File: src/rtl/expr_pkg.sv
// Shared types and constants for the expression arbiter slice.
// Holds the arbiter / recogniser state enums and ASCII helpers.
package expr_pkg;

    // ASCII characters the recogniser understands.
    localparam logic [7:0] CH_PLUS = 8'h2B;
    localparam logic [7:0] CH_MUL  = 8'h2A;
    localparam logic [7:0] CH_0    = 8'h30;
    localparam logic [7:0] CH_9    = 8'h39;

    // Default expression terminator ('=').
    localparam logic [7:0] TERM_DEFAULT = 8'h3D;

    // Arbiter sequencing states.
    typedef enum logic [1:0] {
        ST_IDLE,
        ST_STREAM,
        ST_REPORT,
        ST_FLUSH
    } arb_state_t;

    // Recogniser states: expecting an operand digit,
    // expecting an operator, or latched error.
    typedef enum logic [1:0] {
        CK_OPND,
        CK_OPER,
        CK_ERR
    } chk_state_t;

    function automatic logic is_digit(input logic [7:0] c);
        return (c >= CH_0) && (c <= CH_9);
    endfunction

    function automatic logic is_op(input logic [7:0] c);
        return (c == CH_PLUS) || (c == CH_MUL);
    endfunction

endpackage

File: src/rtl/expr_check.sv
// Expression recogniser for the grammar  digit (op digit)*,
// op in {'+','*'}. Moore FSM with a latched error state.
//
// Ports:
//   clk  rising-edge clock
//   clr  asynchronous active-high clear (back to empty)
//   en   feed 'in' this cycle
//   in   ASCII byte
//   out  registered: 1 iff bytes since clear are a valid
//        prefix ending in a digit
module expr_check
    import expr_pkg::*;
(
    input  logic       clk,
    input  logic       clr,
    input  logic       en,
    input  logic [7:0] in,
    output logic       out
);

    chk_state_t state;

    // 'out' is registered alongside the state so it is
    // exactly (state == CK_OPER) without a decode path.
    always_ff @(posedge clk or posedge clr) begin
        if (clr) begin
            state <= CK_OPND;
            out   <= 1'b0;
        end else if (en) begin
            unique case (state)
                CK_OPND: begin
                    if (is_digit(in)) begin
                        state <= CK_OPER;
                        out   <= 1'b1;
                    end else begin
                        state <= CK_ERR;
                        out   <= 1'b0;
                    end
                end
                CK_OPER: begin
                    // A second digit is illegal: operands
                    // are single digits.
                    if (is_op(in)) begin
                        state <= CK_OPND;
                        out   <= 1'b0;
                    end else begin
                        state <= CK_ERR;
                        out   <= 1'b0;
                    end
                end
                default: begin
                    state <= CK_ERR;
                    out   <= 1'b0;
                end
            endcase
        end
    end

endmodule

File: src/rtl/expr_arbiter.sv
// Round-robin arbiter sharing one expression recogniser
// between two byte-stream requesters, one expression at a time.
//
// Ports:
//   clk, clr                 clock, async active-high reset
//   req0_valid/data/ready    requester 0 byte stream
//   req1_valid/data/ready    requester 1 byte stream
//   res_valid/res_id/res_ok  one-cycle tagged verdict
//   busy                     high outside IDLE
// Optional: define EXPR_TIMEOUT_EN to abort an expression
// after TMO_CYCLES consecutive stalled cycles in STREAM.
module expr_arbiter
    import expr_pkg::*;
#(
    parameter logic [7:0]  TERM       = TERM_DEFAULT,
    parameter int unsigned TMO_CYCLES = 16
) (
    input  logic       clk,
    input  logic       clr,
    input  logic       req0_valid,
    input  logic [7:0] req0_data,
    output logic       req0_ready,
    input  logic       req1_valid,
    input  logic [7:0] req1_data,
    output logic       req1_ready,
    output logic       res_valid,
    output logic       res_id,
    output logic       res_ok,
    output logic       busy
);

    arb_state_t state;
    logic       grant;
    logic       last_grant;
    logic       flush;
    logic       pick;

    logic       g_valid;
    logic [7:0] g_data;
    logic       accept;
    logic       term_seen;
    logic       feed;
    logic       tmo;

    logic       chk_clr;
    logic       chk_out;

    // Granted-side view of the byte stream.
    assign g_valid = grant ? req1_valid : req0_valid;
    assign g_data  = grant ? req1_data  : req0_data;

    // Ready is only ever high for the granted side in STREAM.
    assign accept = grant ? (req1_valid & req1_ready)
                          : (req0_valid & req0_ready);

    assign term_seen = accept && (g_data == TERM);
    assign feed      = accept && (g_data != TERM);

    // Single requester wins outright; on a tie the one that
    // was not served last goes first.
    assign pick = (req0_valid && req1_valid) ? ~last_grant
                                             : req1_valid;

    // flush is a flop output, so OR-ing it into the async
    // clear does not introduce a combinational glitch.
    assign chk_clr = clr | flush;

    expr_check u_check (
        .clk (clk),
        .clr (chk_clr),
        .en  (feed),
        .in  (g_data),
        .out (chk_out)
    );

`ifdef EXPR_TIMEOUT_EN
    localparam int CW = $clog2(TMO_CYCLES + 1);

    logic [CW-1:0] idle_cnt;

    // Fires on the TMO_CYCLES-th consecutive stalled cycle.
    assign tmo = (state == ST_STREAM) && !g_valid &&
                 (idle_cnt == CW'(TMO_CYCLES - 1));

    always_ff @(posedge clk or posedge clr) begin
        if (clr) begin
            idle_cnt <= '0;
        end else if (state != ST_STREAM || g_valid) begin
            idle_cnt <= '0;
        end else if (!tmo) begin
            idle_cnt <= idle_cnt + CW'(1);
        end
    end
`else
    logic unused_tmo;

    assign tmo        = 1'b0;
    assign unused_tmo = ^TMO_CYCLES;
`endif

    always_ff @(posedge clk or posedge clr) begin
        if (clr) begin
            state      <= ST_IDLE;
            grant      <= 1'b0;
            last_grant <= 1'b1;
            flush      <= 1'b0;
            req0_ready <= 1'b0;
            req1_ready <= 1'b0;
            res_valid  <= 1'b0;
            res_id     <= 1'b0;
            res_ok     <= 1'b0;
            busy       <= 1'b0;
        end else begin
            unique case (state)
                ST_IDLE: begin
                    if (req0_valid || req1_valid) begin
                        grant      <= pick;
                        req0_ready <= ~pick;
                        req1_ready <= pick;
                        busy       <= 1'b1;
                        state      <= ST_STREAM;
                    end
                end
                ST_STREAM: begin
                    // A timeout reports like a terminator but
                    // always with a negative verdict.
                    if (term_seen || tmo) begin
                        req0_ready <= 1'b0;
                        req1_ready <= 1'b0;
                        res_valid  <= 1'b1;
                        res_id     <= grant;
                        res_ok     <= term_seen & chk_out;
                        state      <= ST_REPORT;
                    end
                end
                ST_REPORT: begin
                    res_valid  <= 1'b0;
                    res_ok     <= 1'b0;
                    last_grant <= grant;
                    flush      <= 1'b1;
                    state      <= ST_FLUSH;
                end
                ST_FLUSH: begin
                    flush <= 1'b0;
                    busy  <= 1'b0;
                    state <= ST_IDLE;
                end
                default: begin
                    state <= ST_IDLE;
                end
            endcase
        end
    end

endmodule

File: config.mk
export PLATFORM = sky130hd
export DESIGN_NAME = expr_arbiter
export DESIGN_NICKNAME = d
export VERILOG_FILES = /design/src/rtl/expr_pkg.sv /design/src/rtl/expr_check.sv /design/src/rtl/expr_arbiter.sv
export SDC_FILE = /design/constraint.sdc
export NUM_CORES = 1
export LEC_CHECK = 0
export ABC_CLOCK_PERIOD_IN_PS = 800
export BUFFER_PORTS_ARGS = -buffer_cell sky130_fd_sc_hd__buf_2
export CAP_MARGIN = 10
export CORE_MARGIN = 4
export CORE_UTILIZATION = 40
export DETAILED_ROUTE_END_ITERATION = 10
export PLACE_DENSITY = 0.62
export SKIP_LAST_GASP = 1
export SLEW_MARGIN = 20
export SYNTH_ARGS = -nofsm -noshare
export SYNTH_HDL_FRONTEND = slang
export SYNTH_SLANG_ARGS = --single-unit
File: constraint.sdc
create_clock -name clk -period 0.8 [get_ports clk]
set_input_delay 0.08 -clock clk [delete_from_list [all_inputs] [get_ports clk]]
set_output_delay 0.08 -clock clk [all_outputs]
set_load 0.02 [all_outputs]
Word level (Yosys, flattened, before mapping)
Index checks and enable logic that the tools add are counted.
Word-level totals
  logic and storage cells: 71
  register bits after elaboration: 14
  output and inout port bits: 6
Cells by class
  equality and inequality tests: 10
  multiplexer cells: 23
  reduce and logical (&&, ||, !) cells: 18
  order comparisons: 2
  bitwise logic cells: 6
Operators by type and width (number)
  8-bit by 6-bit == test with 1-bit output, second input constant: 3
  1-bit case mux with 2 select lines: 6
  1-bit 2-to-1 mux: 10
  2-bit AND reduction: 5
  8-bit by 6-bit >= comparator with 1-bit output, second input constant: 1
  8-bit by 6-bit less-or-equal comparator with 1-bit output, second input constant: 1
  2-bit 2-to-1 mux: 4
  8-bit 2-to-1 mux: 1
  8-bit by 6-bit inequality test with 1-bit output, second input constant: 1
  2-bit case mux with 4 select lines: 1
  2-bit nonzero test: 4
  2-bit by 1-bit == test with 1-bit output, second input constant: 2
  2-bit == test, second input constant: 2
  1-bit logical AND: 4
  2-bit zero test: 2
  2-bit inequality test, second input constant: 2
  2-bit case mux with 2 select lines: 1
  1-bit bitwise AND: 3
  3-bit AND reduction: 1
  1-bit logical OR: 2
  1-bit NOT: 2
  1-bit OR: 1

Longest topological paths before layout
Gate-level depths: netlist (run 1).
  depth in word-level cells: 6
  mapped depth: 6

Modules after synthesis
A second synthesis (run 1) with hierarchy kept.
Unflattened totals
  cell total of the unflattened synthesis: 93
  area, all modules: 974.7 um^2
Modules (own cells, without submodules)
  expr_arbiter: area an instance 808.3 um^2, cells an instance 77, times used 1
  expr_check: area an instance 166.4 um^2, cells an instance 16, times used 1

Worst setup path before layout (run 1)
No wires, ideal clock.
  path type: register to register
  start: register grant
  end: register state[1]
  period minus slack after synthesis: 1.662 ns
  arrival: 1.537 ns
  stages on the path, launching flop included: 7
  slack: -0.862 ns
  required time: 0.675 ns
  path buffers: 1
  path through: dfrtp_1 -> buf_6 -> nor2b_1 -> nand4b_2 -> a211oi_4 -> o21ai_2 -> mux2_4
On the way
  longest elaborated chain between the ends: 5
Ends and longest elaborated chain
  from (decl): RTL line expr_arbiter.sv:33  | logic grant;
  from (signal assigned): RTL line expr_arbiter.sv:117  | grant <= pick;
  8-bit 2-to-1 mux: RTL line expr_arbiter.sv:50  | assign g_data = grant ? req1_data : req0_data;
  8-bit by 6-bit == test with 1-bit output: RTL line expr_arbiter.sv:56  | assign term_seen = accept && (g_data == TERM);
  1-bit logical AND (*): RTL line expr_arbiter.sv:56
  2-bit inequality test (no source line) (*)
  2-bit AND reduction (no source line) (*)
  to (signal assigned): RTL line expr_arbiter.sv:103  | state <= ST_IDLE;
  to (signal assigned): RTL line expr_arbiter.sv:121  | state <= ST_STREAM;
  to (signal assigned): RTL line expr_arbiter.sv:133  | state <= ST_REPORT;
  to (decl): RTL line expr_arbiter.sv:32  | arb_state_t state;
Every way passes the cells marked *; elsewhere a longest branch is shown, timed or not.
A chain may end at the register's enable or synchronous reset.

Final worst setup path (run 1)
Same ends and word-level chain as after synthesis.

==> results of run 1 <==
[per-stage QoR]
step           hold WS [ns]  TNS (ns)  instances  area [µm²]
6_report              0.138    -10.87        190        1580
5_1_grt               0.143    -11.64        190        1580
4_1_cts               0.135    -10.20        182        1490
3_5_place_dp         0.0283     -9.56        169        1290
3_3_place_gp         0.0221     -9.06        169        1290
2_1_floorplan        -0.106     -7.67         90         923
[placed cells by master, fill, tap and decap left out, drive strengths merged, types with 2 or more instances in the layout]
master,n
nor4b,2
nand2b,3
inv,6
mux2i,2
nand2,10
nand3,3
a21oi,3
dfrtp,13
nor2,10
o21ai,10
clkbuf,4
o211ai,2
a211oi,2
ha,5
buf,69
a31oi,2
a21o,2
mux2,4
[state kept, by name, indices dropped and copies added (netlist names)]
register,cells
req1_ready,1
flush,1
u_check.out,1
state,2
res_ok,1
req0_ready,1
u_check.state,2
res_valid,1
busy,1
grant,1
res_id,1
last_grant,1
[power by group through the flow]
stage	sequential, mW	clock [mW]	combinational (mW)
floorplan	1.27	0	1.37
global placement	1.11	0	2.65
detailed placement	1.12	0	2.70
CTS	1.13	0.519	3.22
global route	1.16	0.562	3.84
finish	1.15	0.524	3.59
[worst paths after layout]
check,from,end,slack (ns)
max,grant,state[1],-0.96
min,req0_valid,grant,0.14
max reg2reg,grant,state[1],-0.96
min reg2reg,flush,u_check.out,0.26
max in group asynchronous,clr,last_grant,0.12
min in group asynchronous,flush,u_check.out,0.26
[cell type report]
type                       instances  area (µm²)  share of cell area [%]
clock buffer                       4        36.3                    2.30
multi-input combinational         69         591                    37.4
inverter                           6        22.5                    1.43
tap                               27        33.8                    2.14
timing repair buffer              70         542                    34.3
sequential                        14         353                    22.4
[what timing repair did]
| item | CTS | global route |
|---|---|---|
| pin swaps | 7 | 5 |
| endpoints found under the setup margin | 20 | 20 |
| gates resized for setup | 27 | 6 |
| buffers inserted | 9 | 10 |
| endpoints found under the hold margin | 13 | 0 |
| hold buffers | 1 | 0 |
[cells by family (layout without fill, tap and decap cells)]
| group | count (synthesis) | count (layout) | share of synthesized area [%] |
|---|---|---|---|
| buffers and inverters | 7 | 80 | 3.81 |
| AND/OR/NAND/NOR | 33 | 33 | 21.9 |
| multiplexers | 6 | 6 | 7.77 |
| adder cells (fa/ha/maj) | 5 | 5 | 7.06 |
| AO/OA/AOI/OAI | 25 | 25 | 19.8 |
| flip-flops | 14 | 14 | 39.7 |
[layer usage]
metal | up-vias | GRT usage (%) | part of all wire, %
met4 | 0 | 2.43 | 0.44
met5 | - | 0 | 0
li1 | 469 | - | -
met2 | 19 | 31.9 | 50
met1 | 447 | 24.3 | 45
met3 | 2 | 3.22 | 3.9
[critical path, delay by kind of cell, from the launching register on]
family	cells	cell delay, ns
buf+inv	1	0.15
mux	1	0.30
compound gates	3	0.51
flops	1	0.41
simple gates	1	0.27
==> metrics.md, run 1 <==
| Metric | Value |
|---|---|
| Outcome | finished, violations left |
| Violations in the final reports | setup timing |
| Comb pwr share | 68.2% |
| Post-Syn Nets | 115 |
| Critical path launch point type | register |
| Pwr/cell area | 3340 nW/µm² |
| HPWL after DPL | 1.80 mm |
| Avg Inst Size Synth | 9.84 µm² |
| Fmax | 567 MHz |
| Post-synth top area cell | dfrtp_1 |
| RSZ-0062 raised after global routing | yes |
| Buffers on Ports | 25 |
| I/O pins | 26 |
| Post-Syn Area | 886 µm² |
| Slew HR | 70.8% |
| CTS HTree Levels | 1 |
| Max Root-Sink Buffers | 2 |
| First-pass GRT wire length | 3.95 mm |
| R2R depth | 6 |
| Max cap viols | 0 |
| Async S/R FF share, synth | 100% |
| Internal | 3.29 mW |
| Top cell type's share of synthesized area | 36.7% |
| Final Core Density | 77.3% |
| Min-Delay Path Class | in -> reg |
| Setup crit end kind | register |
| Clock skew | 0.00882 ns |
| Via density | 4.93 |
| Vias in the first global route | 890 |
| Seq/Total Area, Yosys | 39.7% |
| Cell repeated most along the worst path | o21ai_2 |
| Setup violations, final | 20 |
| Total global routing overflow | 0 |
| CTS tree | done |
| Main flop type after synthesis | dfrtp_1 |
| Clock Sinks | 14 |
| Largest net degree at the start of global routing | 12 |
| Final hold vios | 0 |
| Placer Congestion | 0.787 |
| Crit path DAT | 1.93 ns |
| Syn Inst Count | 90 |
| Reg power frac | 21.8% |
| Area Growth Syn to Fin | 78.1% |
| Diode count | 0 |
| Worst-Skew Late Latency | 0.29 ns |
| Final layout net count | 189 |
| Post-synth top cells | dfrtp_1, nand2_1, nor2_1, o21ai_0, inv_1 |
| Via count | 937 |
| Maximum vdd drop | 2.55 mV |
| Fillers | 143 |
| Layout cells sized above 1 | 62.0% |
| Core ar. | 2040 µm² |
| DR pass1 iterations | 4 |
| Final min period | 1.76 ns |
| Netlist cell types | 32 |
| Total power | 5.26 mW |
| Top post-synthesis cells by area | dfrtp_1, ha_1, nand2_1 |
| Clock power frac | 10.0% |
| Mean routed wirelength per cell | 14.3 µm |
| Slew Limit Fails | 0 |
| Starting density of the core | 43.4% |
| Slowest stage delay, CP | 0.41 ns |
| Synthesis-stage register bit count | 14 |
| # rows | 16 |
| Clk slew on worst S/H paths | 0.09 ns |
| Lkg Pwr | 0.782 nW |
| Post-DRT Antenna Nets | 0 |
| Dominant cell by count in the synthesized netlist | dfrtp_1 |
| Fin worst setup slack | -0.962 ns |
| NetSw | 1.97 mW |
| Setup WS pre-CTS | -0.942 ns |
| Period Utilization, post-route | 220% |
| CTS root buffer | clkbuf_4 |
| Worst setup path category | reg -> reg |
| Worst Tran Pin Value | 0.438 ns |
| DRT Wirelength | 2.72 mm |
| Die height | 55.1 µm |
| Die Area | 3030 µm² |
| Worst endpoint required time | 0.97 ns |
| Violation count after the first detailed-route iteration | 20 |
| CTS buffer count | 3 |
| Crit-path slowest cell | dfrtp_1 |
| Crit path cell chain | buf_6, nor4b_4, o21ai_2, a211oi_4, o21ai_2, mux2_4 |
| Crit Path Max Fanout | 8 |
| GRT Util Overall | 18.3% |
| Antenna violations before repair | 0 |
| Sw Share | 37.4% |
| DRC errors left | 0 |
| DIE WIDTH | 55.1 µm |
| EDFF count, synth | 0 |
| Yosys warns | 0 |
| Hold path cells | 3 |
Note: power is estimated with default switching activity, not from simulation.
==> run 2, diff against run 1 <==
--- a/config.mk
+++ b/config.mk
@@ -7,9 +7,9 @@
 export LEC_CHECK = 0
-export ABC_CLOCK_PERIOD_IN_PS = 800
+export ABC_CLOCK_PERIOD_IN_PS = 1400
 export BUFFER_PORTS_ARGS = -buffer_cell sky130_fd_sc_hd__buf_2
 export CAP_MARGIN = 10
-export CORE_MARGIN = 4
+export CORE_MARGIN = 10
 export CORE_UTILIZATION = 40
 export DETAILED_ROUTE_END_ITERATION = 10
-export PLACE_DENSITY = 0.62
+export PLACE_DENSITY = 0.65
 export SKIP_LAST_GASP = 1
==> constraint.sdc (replaced) <==
create_clock -name clk -period 1.4 [get_ports clk]
set_input_delay 0.28 -clock clk [delete_from_list [all_inputs] [get_ports clk]]
set_output_delay 0.28 -clock clk [all_outputs]
set_load 0.02 [all_outputs]
==> run 2 against run 1 <==
Effect of this change: the run still ends with setup timing left; critical endpoint is now res_id; clock power down 45%; first-iteration DRC count increased by 85%; largest cell class unchanged; fmax barely moved; setup slack improved by 0.60 ns; critical path type unchanged.
==> metrics.md, run 2 (same netlist as run 1, synthesis figures left out) <==
| Metric | Value |
|---|---|
| Outcome | finished, violations left |
| Violations in the final reports | setup timing |
| Final min period | 1.76 ns (-0.00155 ns) |
| GRT Util Overall | 10.3% (-8.1 points) |
| Starting density of the core | 43.4% (unchanged) |
| CTS HTree Levels | 1 (unchanged) |
| Layout cells sized above 1 | 48.9% (-13 points) |
| Clk slew on worst S/H paths | 0.09 ns (about the same) |
| I/O pins | 26 (unchanged) |
| Max cap viols | 0 (unchanged) |
| Pwr/cell area | 1730 nW/µm² (-48%) |
| Worst Tran Pin Value | 0.438 ns (+0.0000427 ns) |
| Maximum vdd drop | 1.05 mV (-59%) |
| Clock power frac | 13.3% (+3.3 points) |
| Fmax | 568 MHz (about the same) |
| HPWL after DPL | 1.91 mm (+6.0%) |
| Total global routing overflow | 0 (unchanged) |
| Lkg Pwr | 0.625 nW (-20%) |
| Antenna violations before repair | 0 (unchanged) |
| Internal | 1.30 mW (-61%) |
| Min-Delay Path Class | reg -> async |
| Sw Share | 40.3% (+2.8 points) |
| Critical path launch point type | register |
| CTS root buffer | clkbuf_4 |
| Placer Congestion | 0.835 (+6.2%) |
| Post-DRT Antenna Nets | 0 (unchanged) |
| Area Growth Syn to Fin | 41.7% |
| Fillers | 187 (+31%) |
| Final hold vios | 0 (unchanged) |
| Max Root-Sink Buffers | 2 (unchanged) |
| CTS tree | done |
| Comb pwr share | 57.3% (-11 points) |
| Worst-Skew Late Latency | 0.28 ns (about the same) |
| DR pass1 iterations | 4 (unchanged) |
| Period Utilization, post-route | 126% (-95 points) |
| DIE WIDTH | 67.1 µm (+22%) |
| Most common cell after layout, fill and taps aside | buf_2 |
| Setup violations, final | 10 (-50%) |
| Via count | 813 (-13%) |
| RSZ-0062 raised after global routing | yes |
| DRC errors left | 0 (unchanged) |
| Die height | 67.1 µm (+22%) |
| Setup crit end kind | register |
| Largest net degree at the start of global routing | 12 (unchanged) |
| Diode count | 0 (unchanged) |
| Slew Limit Fails | 0 (unchanged) |
| Buffers on Ports | 25 (unchanged) |
| CTS buffer count | 3 (unchanged) |
| DP Cell Count | 156 (-7.7%) |
| Via density | 4.96 (+0.52%) |
| First-pass GRT wire length | 3.71 mm (-6.1%) |
| Finished Layout Cells | 164 (-14%) |
| Commonest cells after routing, fill and taps aside | buf_2, buf_4, dfrtp_1 |
| Die Area | 4500 µm² (+48%) |
| Mean routed wirelength per cell | 14.5 µm (+1.3%) |
| Crit Path Max Fanout | 7 (-1) |
| DRT Wirelength | 2.38 mm (-13%) |
| Clock skew | 0.0115 ns (+0.00271 ns) |
| Crit path DAT | 1.92 ns (about the same) |
| Fin worst setup slack | -0.361 ns (+0.602 ns) |
| Top Registers | state x2, u_check.state x2 |
| Worst endpoint required time | 1.56 ns (+0.59 ns) |
| Violation count after the first detailed-route iteration | 37 (+85%) |
| Core ar. | 2040 µm² (unchanged) |
| Vias in the first global route | 844 (-5.2%) |
| Final layout net count | 163 (-14%) |
| Clock Sinks | 14 (unchanged) |
| Worst setup path category | reg -> reg |
| Slew HR | 70.7% (about the same) |
| NetSw | 0.874 mW (-56%) |
| Reg power frac | 29.4% (+7.6 points) |
| Setup WS pre-CTS | -0.336 ns (+0.606 ns) |
| # rows | 16 (unchanged) |
run 2: cell types whose count changed in the layout (fill, tap and decap cells not counted), sizes merged:
cell	delta
buf	-26
run 2: layout make-up:
class,instances,area [µm²],area share (%)
Clock buffer,4,36.3,2.89
Sequential cell,14,353,28.1
Inverter,6,22.5,1.79
Multi-Input combinational cell,69,536,42.7
Timing Repair Buffer,44,274,21.8
Tap cell,27,33.8,2.69
run 2: timing repair:
item	4_1_cts	5_1_grt
pin swaps	2	2
hold buffers	1	0
buffers inserted	2	1
gates resized for setup	4	5
hold endpoints to repair	3	0
endpoints found under the setup margin	10	10
run 2: final timing paths:
check,start,to,slack [ns],depth (start not counted)
setup / recovery,grant,res_id,-0.36,6
hold / removal,flush,u_check.out,0.23,1
setup reg to reg,grant,res_id,-0.36,6
hold reg to reg,flush,u_check.out,0.23,1
max in group asynchronous,clr,last_grant,0.51,3
min in group clk,req0_valid,grant,0.31,3
run 2: per-layer routing:
layer / track usage (%) / vias to the layer above / routed length [µm]
met2: 17.5 / 26 / 1260
met5: 0 / - / 0
met3: 4.52 / 0 / 166
li1: - / 414 / -
met4: 1.54 / 0 / 0
met1: 11.8 / 373 / 956
run 2: power by group through the flow:
stage	clock, mW	sequential [mW]	combinational (mW)
floorplan	0	0.710	0.686
global placement	0	0.631	1.15
detailed placement	0	0.639	1.19
CTS	0.296	0.638	1.22
global route	0.317	0.649	1.37
finish	0.290	0.637	1.24
run 2: stage by stage:
| stage | power, mW | utilization [%] | setup TNS [ns] | hold WS [ns] | instance area (µm²) |
|---|---|---|---|---|---|
| after floorplan | 1.40 | - | -1.09 | 0.0937 | 892 |
| after global placement | 1.78 | 56.4 | -1.98 | 0.227 | 1150 |
| after detailed placement | 1.83 | 56.4 | -2.49 | 0.227 | 1150 |
| after CTS | 2.16 | 59.9 | -2.48 | 0.235 | 1220 |
| after global routing | 2.33 | 61.5 | -3.46 | 0.249 | 1250 |
| final | 2.17 | 61.5 | -2.83 | 0.226 | 1250 |
run 2: worst max-delay path, cell delays in order (launching register included):
cell     delay (ns)
dfrtp_1        0.43
buf_6          0.16
nor4b_4        0.31
o21ai_4        0.12
a21oi_1        0.17
nand3_1        0.15
mux2_2         0.30
